<file path="config.mk">
export PLATFORM = sky130hd
export DESIGN_NAME = execute_pipe
export DESIGN_NICKNAME = d
export VERILOG_FILES = /design/src/rtl/execute_pkg.sv /design/src/rtl/exe_mul_seq.sv /design/src/rtl/execute_pipe.sv
export SDC_FILE = /design/constraint.sdc
export NUM_CORES = 1
export LEC_CHECK = 0
export ABC_AREA = 1
export BUFFER_PORTS_ARGS = -buffer_cell sky130_fd_sc_hd__buf_2
export CAP_MARGIN = 5
export CELL_PAD_IN_SITES_DETAIL_PLACEMENT = 0
export CELL_PAD_IN_SITES_GLOBAL_PLACEMENT = 2
export CORE_MARGIN = 1
export CORE_UTILIZATION = 33
export CTS_CLUSTER_SIZE = 28
export DETAILED_ROUTE_END_ITERATION = 10
export PLACE_DENSITY = 0.78
export SYNTH_ARGS = -nofsm -noshare
export SYNTH_HDL_FRONTEND = slang
export SYNTH_SLANG_ARGS = --single-unit
</file>
<file path="constraint.sdc">
create_clock -name clk -period 6.7 [get_ports clk]
set_input_delay 2.01 -clock clk [delete_from_list [all_inputs] [get_ports clk]]
set_output_delay 2.01 -clock clk [all_outputs]
set_load 0.05 [all_outputs]
</file>
<file path="src/rtl/execute_pkg.sv">
// Shared constants and types for the execute stage: branch-condition codes,
// FSM state encoding, ALU operation encoding and the result sideband bundle.
package execute_pkg;

    // Branch-condition codes carried on br_cond
    localparam int BR_NONE = 0;
    localparam int BR_EQZ  = 1;
    localparam int BR_NEZ  = 2;
    localparam int BR_LTZ  = 3;
    localparam int BR_GEZ  = 4;

    // Execute-stage FSM encoding
    localparam logic [0:0] ST_IDLE = 1'b0;
    localparam logic [0:0] ST_MUL  = 1'b1;

    // ALU operation encoding on oper; operand inversion and carry-in are
    // separate controls, so SUB is ADD with inv_b=1, cin=1.
    typedef enum logic [3:0] {
        ALU_ADD   = 4'd0,
        ALU_AND   = 4'd1,
        ALU_OR    = 4'd2,
        ALU_XOR   = 4'd3,
        ALU_SLL   = 4'd4,
        ALU_SRL   = 4'd5,
        ALU_SRA   = 4'd6,
        ALU_SLT   = 4'd7,
        ALU_PASSB = 4'd8
    } alu_op_e;

    // Single-bit sideband that travels with a result into the EX/MEM register
    typedef struct packed {
        logic mem_wr;
        logic mem_rd;
        logic halt;
        logic redirect;
    } side_t;

endpackage

</file>
<file path="src/rtl/exe_mul_seq.sv">
// Iterative shift-add multiplier: one multiplier bit per cycle, DATA_W
// cycles per product, low DATA_W bits only. done is asserted during the last
// busy cycle together with the final product so the caller can register it
// on that same edge.
module exe_mul_seq
    import execute_pkg::*;
#(
    parameter int DATA_W = 16
) (
    input  logic              clk,
    input  logic              rst,
    input  logic              start,
    input  logic              abort,
    input  logic [DATA_W-1:0] a,
    input  logic [DATA_W-1:0] b,
    output logic              busy,
    output logic              done,
    output logic [DATA_W-1:0] product
);

    localparam int CNT_W = (DATA_W > 1) ? $clog2(DATA_W) : 1;
    localparam logic [CNT_W-1:0] LAST = CNT_W'(DATA_W - 1);

    logic [DATA_W-1:0] r_a;
    logic [DATA_W-1:0] r_b;
    logic [DATA_W-1:0] r_acc;
    logic [CNT_W-1:0]  r_cnt;
    logic              r_busy;
    logic [DATA_W-1:0] w_acc_next;

    // Partial product including the multiplier bit examined this cycle
    assign w_acc_next = r_acc + (r_b[0] ? r_a : '0);

    // Iteration state: load on start, shift one bit per busy cycle, stop on abort
    always_ff @(posedge clk or posedge rst) begin
        if (rst) begin
            r_a    <= '0;
            r_b    <= '0;
            r_acc  <= '0;
            r_cnt  <= '0;
            r_busy <= 1'b0;
        end else if (abort) begin
            r_busy <= 1'b0;
        end else if (start) begin
            r_a    <= a;
            r_b    <= b;
            r_acc  <= '0;
            r_cnt  <= '0;
            r_busy <= 1'b1;
        end else if (r_busy) begin
            r_acc <= w_acc_next;
            r_a   <= r_a << 1;
            r_b   <= r_b >> 1;
            r_cnt <= r_cnt + 1'b1;
            if (r_cnt == LAST) begin
                r_busy <= 1'b0;
            end
        end
    end

    assign busy    = r_busy;
    assign done    = r_busy && (r_cnt == LAST);
    assign product = w_acc_next;

endmodule

</file>
<file path="src/rtl/execute_pipe.sv">
// Execute stage: ALU, branch/jump target and EX/MEM output register with a
// valid/ready handshake and flush. Multiplies run on exe_mul_seq and stall
// decode (in_ready=0) until the product lands in the output register.
module execute_pipe
    import execute_pkg::*;
#(
    parameter int DATA_W = 16,
    parameter int MUL_EN = 1,
    parameter int BR_W   = 4
) (
    input  logic              clk,
    input  logic              rst,
    input  logic              in_valid,
    output logic              in_ready,
    input  logic              flush,
    input  logic [DATA_W-1:0] rs_data,
    input  logic [DATA_W-1:0] rt_data,
    input  logic [DATA_W-1:0] imm,
    input  logic              b_src,
    input  logic [DATA_W-1:0] pc,
    input  logic [DATA_W-1:0] br_off,
    input  logic [BR_W-1:0]   br_cond,
    input  logic              alu_jmp,
    input  logic [3:0]        oper,
    input  logic              inv_a,
    input  logic              inv_b,
    input  logic              cin,
    input  logic              sign,
    input  logic              mul_req,
    input  logic              halt,
    input  logic              mem_wr,
    input  logic              mem_rd,
    output logic              out_valid,
    input  logic              out_ready,
    output logic [DATA_W-1:0] alu_out,
    output logic [DATA_W-1:0] pc_next,
    output logic              redirect,
    output logic              mem_wr_q,
    output logic              mem_rd_q,
    output logic              halt_q,
    output logic [DATA_W-1:0] pc_q
);

    localparam int SH_W = (DATA_W > 1) ? $clog2(DATA_W) : 1;

    logic [0:0]        r_state;
    logic              r_out_valid;
    logic [DATA_W-1:0] r_alu_out;
    logic [DATA_W-1:0] r_pc_next;
    logic [DATA_W-1:0] r_pc_q;
    side_t             r_side;

    // Sideband of the multiply in flight, captured when it was accepted
    logic [DATA_W-1:0] r_mul_pc;
    logic [DATA_W-1:0] r_mul_pc_next;
    side_t             r_mul_side;

    logic [DATA_W-1:0] w_b_sel;
    logic [DATA_W-1:0] w_a;
    logic [DATA_W-1:0] w_b;
    logic [SH_W-1:0]   w_shamt;
    logic              w_lt;
    logic [DATA_W-1:0] w_alu_res;
    logic              w_z;
    logic              w_s;
    logic              w_taken;
    logic [DATA_W-1:0] w_pc_next;
    side_t             w_side;
    logic              w_in_ready;
    logic              w_load_en;
    logic              w_accept;
    logic              w_mul_start;
    logic              w_mul_busy;
    logic              w_mul_done_raw;
    logic              w_mul_done;
    logic [DATA_W-1:0] w_product;

    // Operand selection and ALU input conditioning
    assign w_b_sel = b_src ? imm : rt_data;
    assign w_a     = inv_a ? ~rs_data : rs_data;
    assign w_b     = inv_b ? ~w_b_sel : w_b_sel;
    assign w_shamt = w_b[SH_W-1:0];
    assign w_lt    = sign ? ($signed(w_a) < $signed(w_b)) : (w_a < w_b);

    // ALU result for the current instruction
    // NOTE: every always_comb output gets a default first so no path leaves it unassigned and infers a latch.
    always_comb begin
        w_alu_res = '0;
        case (oper)
            ALU_ADD:   w_alu_res = w_a + w_b + DATA_W'(cin);
            ALU_AND:   w_alu_res = w_a & w_b;
            ALU_OR:    w_alu_res = w_a | w_b;
            ALU_XOR:   w_alu_res = w_a ^ w_b;
            ALU_SLL:   w_alu_res = w_a << w_shamt;
            ALU_SRL:   w_alu_res = w_a >> w_shamt;
            ALU_SRA:   w_alu_res = DATA_W'($signed(w_a) >>> w_shamt);
            ALU_SLT:   w_alu_res = DATA_W'(w_lt);
            ALU_PASSB: w_alu_res = w_b;
            default:   w_alu_res = '0;
        endcase
    end

    // Zero and sign flags of operand A drive the branch decision
    assign w_z = (rs_data == '0);
    assign w_s = rs_data[DATA_W-1];

    // Branch condition evaluation; halt forces not-taken
    always_comb begin
        w_taken = 1'b0;
        case (br_cond)
            BR_W'(BR_NONE): w_taken = 1'b0;
            BR_W'(BR_EQZ):  w_taken = w_z;
            BR_W'(BR_NEZ):  w_taken = !w_z;
            BR_W'(BR_LTZ):  w_taken = w_s;
            BR_W'(BR_GEZ):  w_taken = !w_s;
            default:        w_taken = 1'b0;
        endcase
        if (halt) begin
            w_taken = 1'b0;
        end
    end

    // Next PC: jump-register beats branch; sums wrap at DATA_W bits
    assign w_pc_next = alu_jmp ? w_alu_res : (w_taken ? pc + br_off : pc);

    assign w_side.mem_wr   = mem_wr;
    assign w_side.mem_rd   = mem_rd;
    assign w_side.halt     = halt;
    assign w_side.redirect = alu_jmp | w_taken;

    // Handshake: the output register can take new data when empty or draining
    assign w_load_en   = !r_out_valid || out_ready;
    assign w_in_ready  = (r_state == ST_IDLE) && w_load_en;
    assign w_accept    = in_valid && w_in_ready && !flush;
    assign w_mul_start = w_accept && mul_req && (MUL_EN != 0);
    assign w_mul_done  = (r_state == ST_MUL) && w_mul_busy && w_mul_done_raw;

    exe_mul_seq #(
        .DATA_W (DATA_W)
    ) u_mul (
        .clk     (clk),
        .rst     (rst),
        .start   (w_mul_start),
        .abort   (flush),
        .a       (rs_data),
        .b       (w_b_sel),
        .busy    (w_mul_busy),
        .done    (w_mul_done_raw),
        .product (w_product)
    );

    // FSM: IDLE until a multiply is accepted, back to IDLE on completion or flush
    // NOTE: sequential state uses non-blocking assignments so every register samples pre-edge values.
    always_ff @(posedge clk or posedge rst) begin
        if (rst) begin
            r_state <= ST_IDLE;
        end else begin
            case (r_state)
                ST_IDLE: if (w_mul_start) r_state <= ST_MUL;
                ST_MUL:  if (flush || w_mul_done) r_state <= ST_IDLE;
                default: r_state <= ST_IDLE;
            endcase
        end
    end

    // Capture the multiply's sideband at accept time
    always_ff @(posedge clk or posedge rst) begin
        if (rst) begin
            r_mul_pc      <= '0;
            r_mul_pc_next <= '0;
            r_mul_side    <= '0;
        end else if (w_mul_start) begin
            r_mul_pc      <= pc;
            r_mul_pc_next <= w_pc_next;
            r_mul_side    <= w_side;
        end
    end

    // EX/MEM register: flush squashes, product or ALU result loads, else drain or hold
    always_ff @(posedge clk or posedge rst) begin
        if (rst) begin
            r_out_valid <= 1'b0;
            r_alu_out   <= '0;
            r_pc_next   <= '0;
            r_pc_q      <= '0;
            r_side      <= '0;
        end else if (flush) begin
            r_out_valid <= 1'b0;
        end else if (w_mul_done) begin
            r_out_valid <= 1'b1;
            r_alu_out   <= w_product;
            r_pc_next   <= r_mul_pc_next;
            r_pc_q      <= r_mul_pc;
            r_side      <= r_mul_side;
        end else if (w_accept && !w_mul_start) begin
            r_out_valid <= 1'b1;
            r_alu_out   <= w_alu_res;
            r_pc_next   <= w_pc_next;
            r_pc_q      <= pc;
            r_side      <= w_side;
        end else if (w_load_en) begin
            r_out_valid <= 1'b0;
        end
    end

    assign in_ready  = w_in_ready;
    assign out_valid = r_out_valid;
    assign alu_out   = r_alu_out;
    assign pc_next   = r_pc_next;
    assign pc_q      = r_pc_q;
    assign redirect  = r_side.redirect;
    assign mem_wr_q  = r_side.mem_wr;
    assign mem_rd_q  = r_side.mem_rd;
    assign halt_q    = r_side.halt;

endmodule

</file>
* Word level (Yosys, flattened, before mapping)
Cells that the tools add are included.
Storage, ports and cells: memory bits (writable) 0, memories kept 0, input port bits 103, flip-flop bits (word level) 143, memory bits (read-only) 0, latch bits 0
Cells by class: reductions and logical operators 22, equal/unequal tests 13, divide/modulo/power cells 0, bitwise logic cells 8, $add $sub $neg 5, $lt $le $gt $ge 2, shifts and indexed selects 3, multipliers 0, multiplexer cells 37
Operators by type and width (count):
- $mux 16 | 18
- $pmux 16 s9 | 1
- $add 16x16->16 | 3
- $lt 16x16->1 | 2
- $not 16->16 | 2
- $eq 4x3->1 const B | 5
- $add 16x1->16 | 1
- $and 16x16->16 | 1
- $eq 4x2->1 const B | 4
- $logic_not 16->1 | 1
- $mux 4 | 4
- $or 16x16->16 | 1
- $shl 16x4->16 | 1
- $shr 16x4->16 | 1
- $sshr 16x4->16 | 1
- $xor 16x16->16 | 1
- $mux 1 | 12
- $eq 4x1->1 const B | 2
- $eq 4x4->1 const B | 2
- $logic_and 1x1->1 | 8
- $logic_not 1->1 | 5
- $add 4x1->4 const B | 1
- $logic_not 4->1 | 1
- $pmux 1 s4 | 1
- other kinds (7) | 11

* Depth between registers and ports, before layout
depth in word-level cells 11, mapped depth 24, mapped depth without buffers 21

* Hierarchy
Synthesis repeated with hierarchy kept, for this count alone.
Second synthesis, totals: cells, all modules 1926, area, all modules 12752.2 um^2
By module, submodules not included:
- execute_pipe | area each 9536.6 um^2, instances 1, cells an instance 1490
- exe_mul_seq | area each 3215.6 um^2, instances 1, cells an instance 436

* Worst setup path before layout
OpenSTA, ideal clock, no wires.
path type input-to-output, from input out_ready, to output in_ready, stages on the path 2, required time 4.690 ns, arrival time 2.867 ns, path buffers 0, slack 1.823 ns, cell sequence inv_1 a21oi_1
On the way: cells in the longest elaborated chain, start to end 2
Ends and longest elaborated chain:
- start: declaration | line execute_pipe.sv:34 | input logic out_ready,
- $logic_or 1x1->1 | line execute_pipe.sv:132 | assign w_load_en = !r_out_valid || out_ready;
- $logic_and 1x1->1 | line execute_pipe.sv:133 | assign w_in_ready = (r_state == ST_IDLE) && w_load_en;
- end: declaration | line execute_pipe.sv:14 | output logic in_ready,
Every way passes these cells.

* Worst setup path after layout
from input inv_a, to register r_pc_next[6] (netlist: pc_next[6])
On the way: cells in the longest elaborated chain, start to end 7, elaborated cells between the ends (all ways) 13, those cells by class add/sub (2); shift (3); mux (5); bitwise (3)
Ends and longest elaborated chain:
- start: declaration | line execute_pipe.sv:25 | input logic inv_a,
- $mux 16 (*) | line execute_pipe.sv:80 | assign w_a = inv_a ? ~rs_data : rs_data;
- $add 16x16->16 | line execute_pipe.sv:90 | ALU_ADD: w_alu_res = w_a + w_b + DATA_W'(cin);
- $add 16x1->16 | line execute_pipe.sv:90
- $pmux 16 s9 (*) | line execute_pipe.sv:89 | case (oper)
- $mux 16 (*) | line execute_pipe.sv:124 | assign w_pc_next = alu_jmp ? w_alu_res : (w_taken ? pc + br_off : pc);
- $mux 16 (*) | line execute_pipe.sv:195 | end else if (w_accept && !w_mul_start) begin
- $mux 16 (*) | line execute_pipe.sv:189 | end else if (w_mul_done) begin
- end signal: assignment | line execute_pipe.sv:192 | r_pc_next <= r_mul_pc_next;
- end signal: assignment | line execute_pipe.sv:198 | r_pc_next <= w_pc_next;
- end: declaration | line execute_pipe.sv:49 | logic [DATA_W-1:0] r_pc_next;
Mark *: on every way between the ends. The rest lies on a longest branch, timed or not. The select of a mux whose other input is x is not followed. A chain may end at the register's enable or synchronous reset.

==> results_dict.tcl <==
set metrics [dict create \
    grt_overflow 0 \
    critPathTopFamily "simple AND/OR/NAND/NOR gates" \
    dieArea_sq_um 38200 \
    rr_worst_depth 14 \
    vias 12900 \
    totalWireLength_mm 48.8 \
    clk_latency_ps 440 \
    synth-seq-area-share_pct 28.9 \
    setup_viol_count_final 0 \
    clkSlewWorstSetupHoldPaths_ps 60 \
    skew_ps 8.61 \
    timing.rr.start "u_mul.r_b[0]" \
    synth_edf_count 0 \
    cts_tree "built" \
    area_delta_synth_final_pct 14.4 \
    row_count 70 \
    critPathMostFrequentCell "nand2_1" \
    period_minus_slack_ps 5610 \
    syn_avg_cell_area_sq_um 6.66 \
    mappedNetlistNets 2045 \
    core-area_sq_um 36700 \
    first_global_vias 12400 \
    grt_max_degree 105 \
    syn_area_sq_um 12400 \
    via_per_inst 5.24 \
    die_x_microns 196 \
    cp-end-kind "register" \
    cp_max_fo 17 \
    grt_pass1_wl_mm 75.7 \
    yosysUniqueCellTypes 52 \
    setup_tns_ps 0 \
    min_path_type "register to register" \
    drc 0 \
    nNetsFinal 2168 \
    cp_cell_sequence "buf_2, xnor2_1, inv_1, fa_1, fa_1, nand3_1, nand2_1, nand2_1, nand2_1, o21ai_0, nand2_1, nor2_1, nand3_1, nand2_1, nand3_1, nand2_1, nand2_1" \
    status "finished, final reports clean" \
    cp.required_ps 7030 \
    antenna_found_initial 0 \
    post_cts_resized 0 \
    rsz0062_at_grt "no" \
    drive_gt1_share_pct 13.3 \
    portBuffers 156 \
    die_h_microns 196 \
    final_hold_viol_count 0 \
    min_path_cells 2 \
    ctsHoldBuffers 0 \
    yosysWarnings 0 \
    max_slew_margin_pct 25.8 \
    p_per_area_nw_per_um2 272 \
    holdPathEnd "r_mul_pc[15]" \
    drt_iter0_drc 1065 \
    gp_congestion 0.930 \
    r2r_slack_ps 3460 \
    cts_max_level 4 \
    cp_slowest_cell "xnor2_1" \
    root_buffer "clkbuf_16" \
    design_area_sq_um 14100 \
    power_leakage_nw 7.54 \
    worstMarginPinSlew_ps 1110 \
    max_stage_delay_ps 610 \
    ios 157 \
    dpl.hpwl_mm 38.2 \
    place_area_sq_um 13500 \
    diodes 0 \
    async_reset_ff_share_pct 100 \
    fmax_ghz 0.178 \
    synthFlopType "dfrtp_1" \
    wl_per_cell_microns 19.8 \
    slew_viol_final 0 \
    worst_setup_path_start_kind "input port" \
    cts_setup_buffers 0 \
    drv_cap 0 \
    drt_first_pass_iters 6 \
    cts_buffer_depth 2 \
    clock_sinks 143 \
    cts_buffers 17 \
    hold_ws_ps 478 \
    ir_drop_v 0.000226 \
    ant_nets 0 \
    hold_start "r_mul_pc[15]" \
    ys_ff_latch 143 \
    crit_type "input port to register" \
    finalCritPeriodShare_pct 83.7 \
    grt_usage_pct 26.1 \
    synthCells 1858 \
    worstPathArrival_ps 5940 \
    r2r-end "alu_out[12]" \
    initial_core_util_pct 33.7 \
    worst-path-buf-inv 2 \
]
==> cell usage in the layout, fill, tap and decap left out, types with 7 or more instances in the layout <==
master and instances:
o211ai_1 16, o21ai_1 19, dfrtp_1 143, nand3_1 195, nand2_1 618, o22ai_1 7, o21ai_0 72, a211oi_1 8
inv_1 174, xor2_1 28, a22o_1 8, a21oi_1 80, buf_2 156, buf_4 23, nor3_1 12, ha_1 80
nor2_1 154, o221ai_1 21, nand4_1 21, clkbuf_16 17, nand2_2 13, a31oi_1 31, nor2_2 7, xnor2_1 12
xnor2_2 9
==> metal layers <==
layer / wire length, microns / track usage (%) / share of wire (%) / vias up
met5: 0 / 0 / 0 / -
met4: 861 / 6.91 / 1.8 / 0
met3: 2900 / 3.89 / 5.9 / 49
met2: 21100 / 39.3 / 43 / 399
met1: 24000 / 38.5 / 49 / 6123
li1: - / - / - / 6330
==> power breakdown <==
part / total (W) / switching, W / internal [W]
logic: 0.00158 / 0.00111 / 0.000467
clock network: 0.00105 / 0.000383 / 0.000666
registers: 0.00121 / 0.000136 / 0.00108
total: 0.00384 / 0.00163 / 0.00221
==> worst register-to-register path, stage by stage, from the launching register on <==
cell,delay (ps)
dfrtp_1,610
nand2_1,170
inv_1,60
ha_1,210
fa_1,440
nand3_1,100
nand2_1,110
nand2_1,90
nand2_1,80
a21boi_0,310
o21ai_0,220
xnor2_1,420
nand2_1,120
o211ai_1,110
nand2_1,70
==> synthesized netlist by cell type (all sizes together), types with 30 or more instances <==
cell    instances  share of area [%]
dfrtp         143                 29
nand2         634                 20
xor2           30                2.2
clkbuf         32               0.97
inv           181                5.6
nand3         203                8.8
a31oi          31                1.6
a21oi          80                3.2
ha             80                8.1
o21ai          92                3.8
buf            43                2.3
nor2          163                5.2
==> kinds of logic (layout without fill, tap and decap cells) <==
logic type,after synthesis,count (layout),share of synthesized area [%]
buffers and inverters,258,393,8.89
adder cells (fa/ha/maj),84,84,8.74
AO/OA/AOI/OAI,278,278,13.3
AND/OR/NAND/NOR,1044,1044,35.8
flip-flops,143,143,28.9
XOR/XNOR,51,51,4.28
==> state kept, by name, summed over array words and instances, names as in the netlist <==
signal         flops
r_mul_pc          16
mem_rd_q           1
u_mul.r_b         16
r_mul_side         4
out_valid          1
r_state            1
pc_next           16
u_mul.r_acc       16
mem_wr_q           1
u_mul.busy         1
u_mul.r_cnt        4
redirect           1
r_mul_pc_next     16
halt_q             1
alu_out           16
u_mul.r_a         16
pc_q              16
==> how the worst max path moves through the flow <==
stage | end | slack [ps] | from | cells past startpoint
floorplan | alu_out[0] | 850 | rst | 1
global placement | pc_next[6] | 830 | inv_a | 17
detailed placement | pc_next[6] | 850 | inv_a | 17
CTS | pc_next[6] | 1310 | inv_a | 17
global route | pc_next[6] | 950 | inv_a | 17
finish | pc_next[6] | 1090 | inv_a | 17
==> cell type report <==
cell class | count | area (sq um)
Fill cell | 4029 | 22500
Multi-Input combinational cell | 1457 | 7690
Sequential cell | 143 | 3580
Timing Repair Buffer | 179 | 953
Inverter | 183 | 704
Tap cell | 468 | 586
Clock buffer | 20 | 447
Clock inverter | 11 | 189
==> stage by stage <==
stage	util (%)	power, W	worst slack [ps]	std cells
4_1_cts	38.6	0.00386	1310	2461
2_1_floorplan	-	0.00232	852	1858
5_1_grt	38.6	0.00409	955	2461
3_3_place_gp	36.8	0.00280	833	2430
3_5_place_dp	36.8	0.00280	849	2430
6_report	38.6	0.00384	1090	2461
Power figures use the tool's default switching activity.
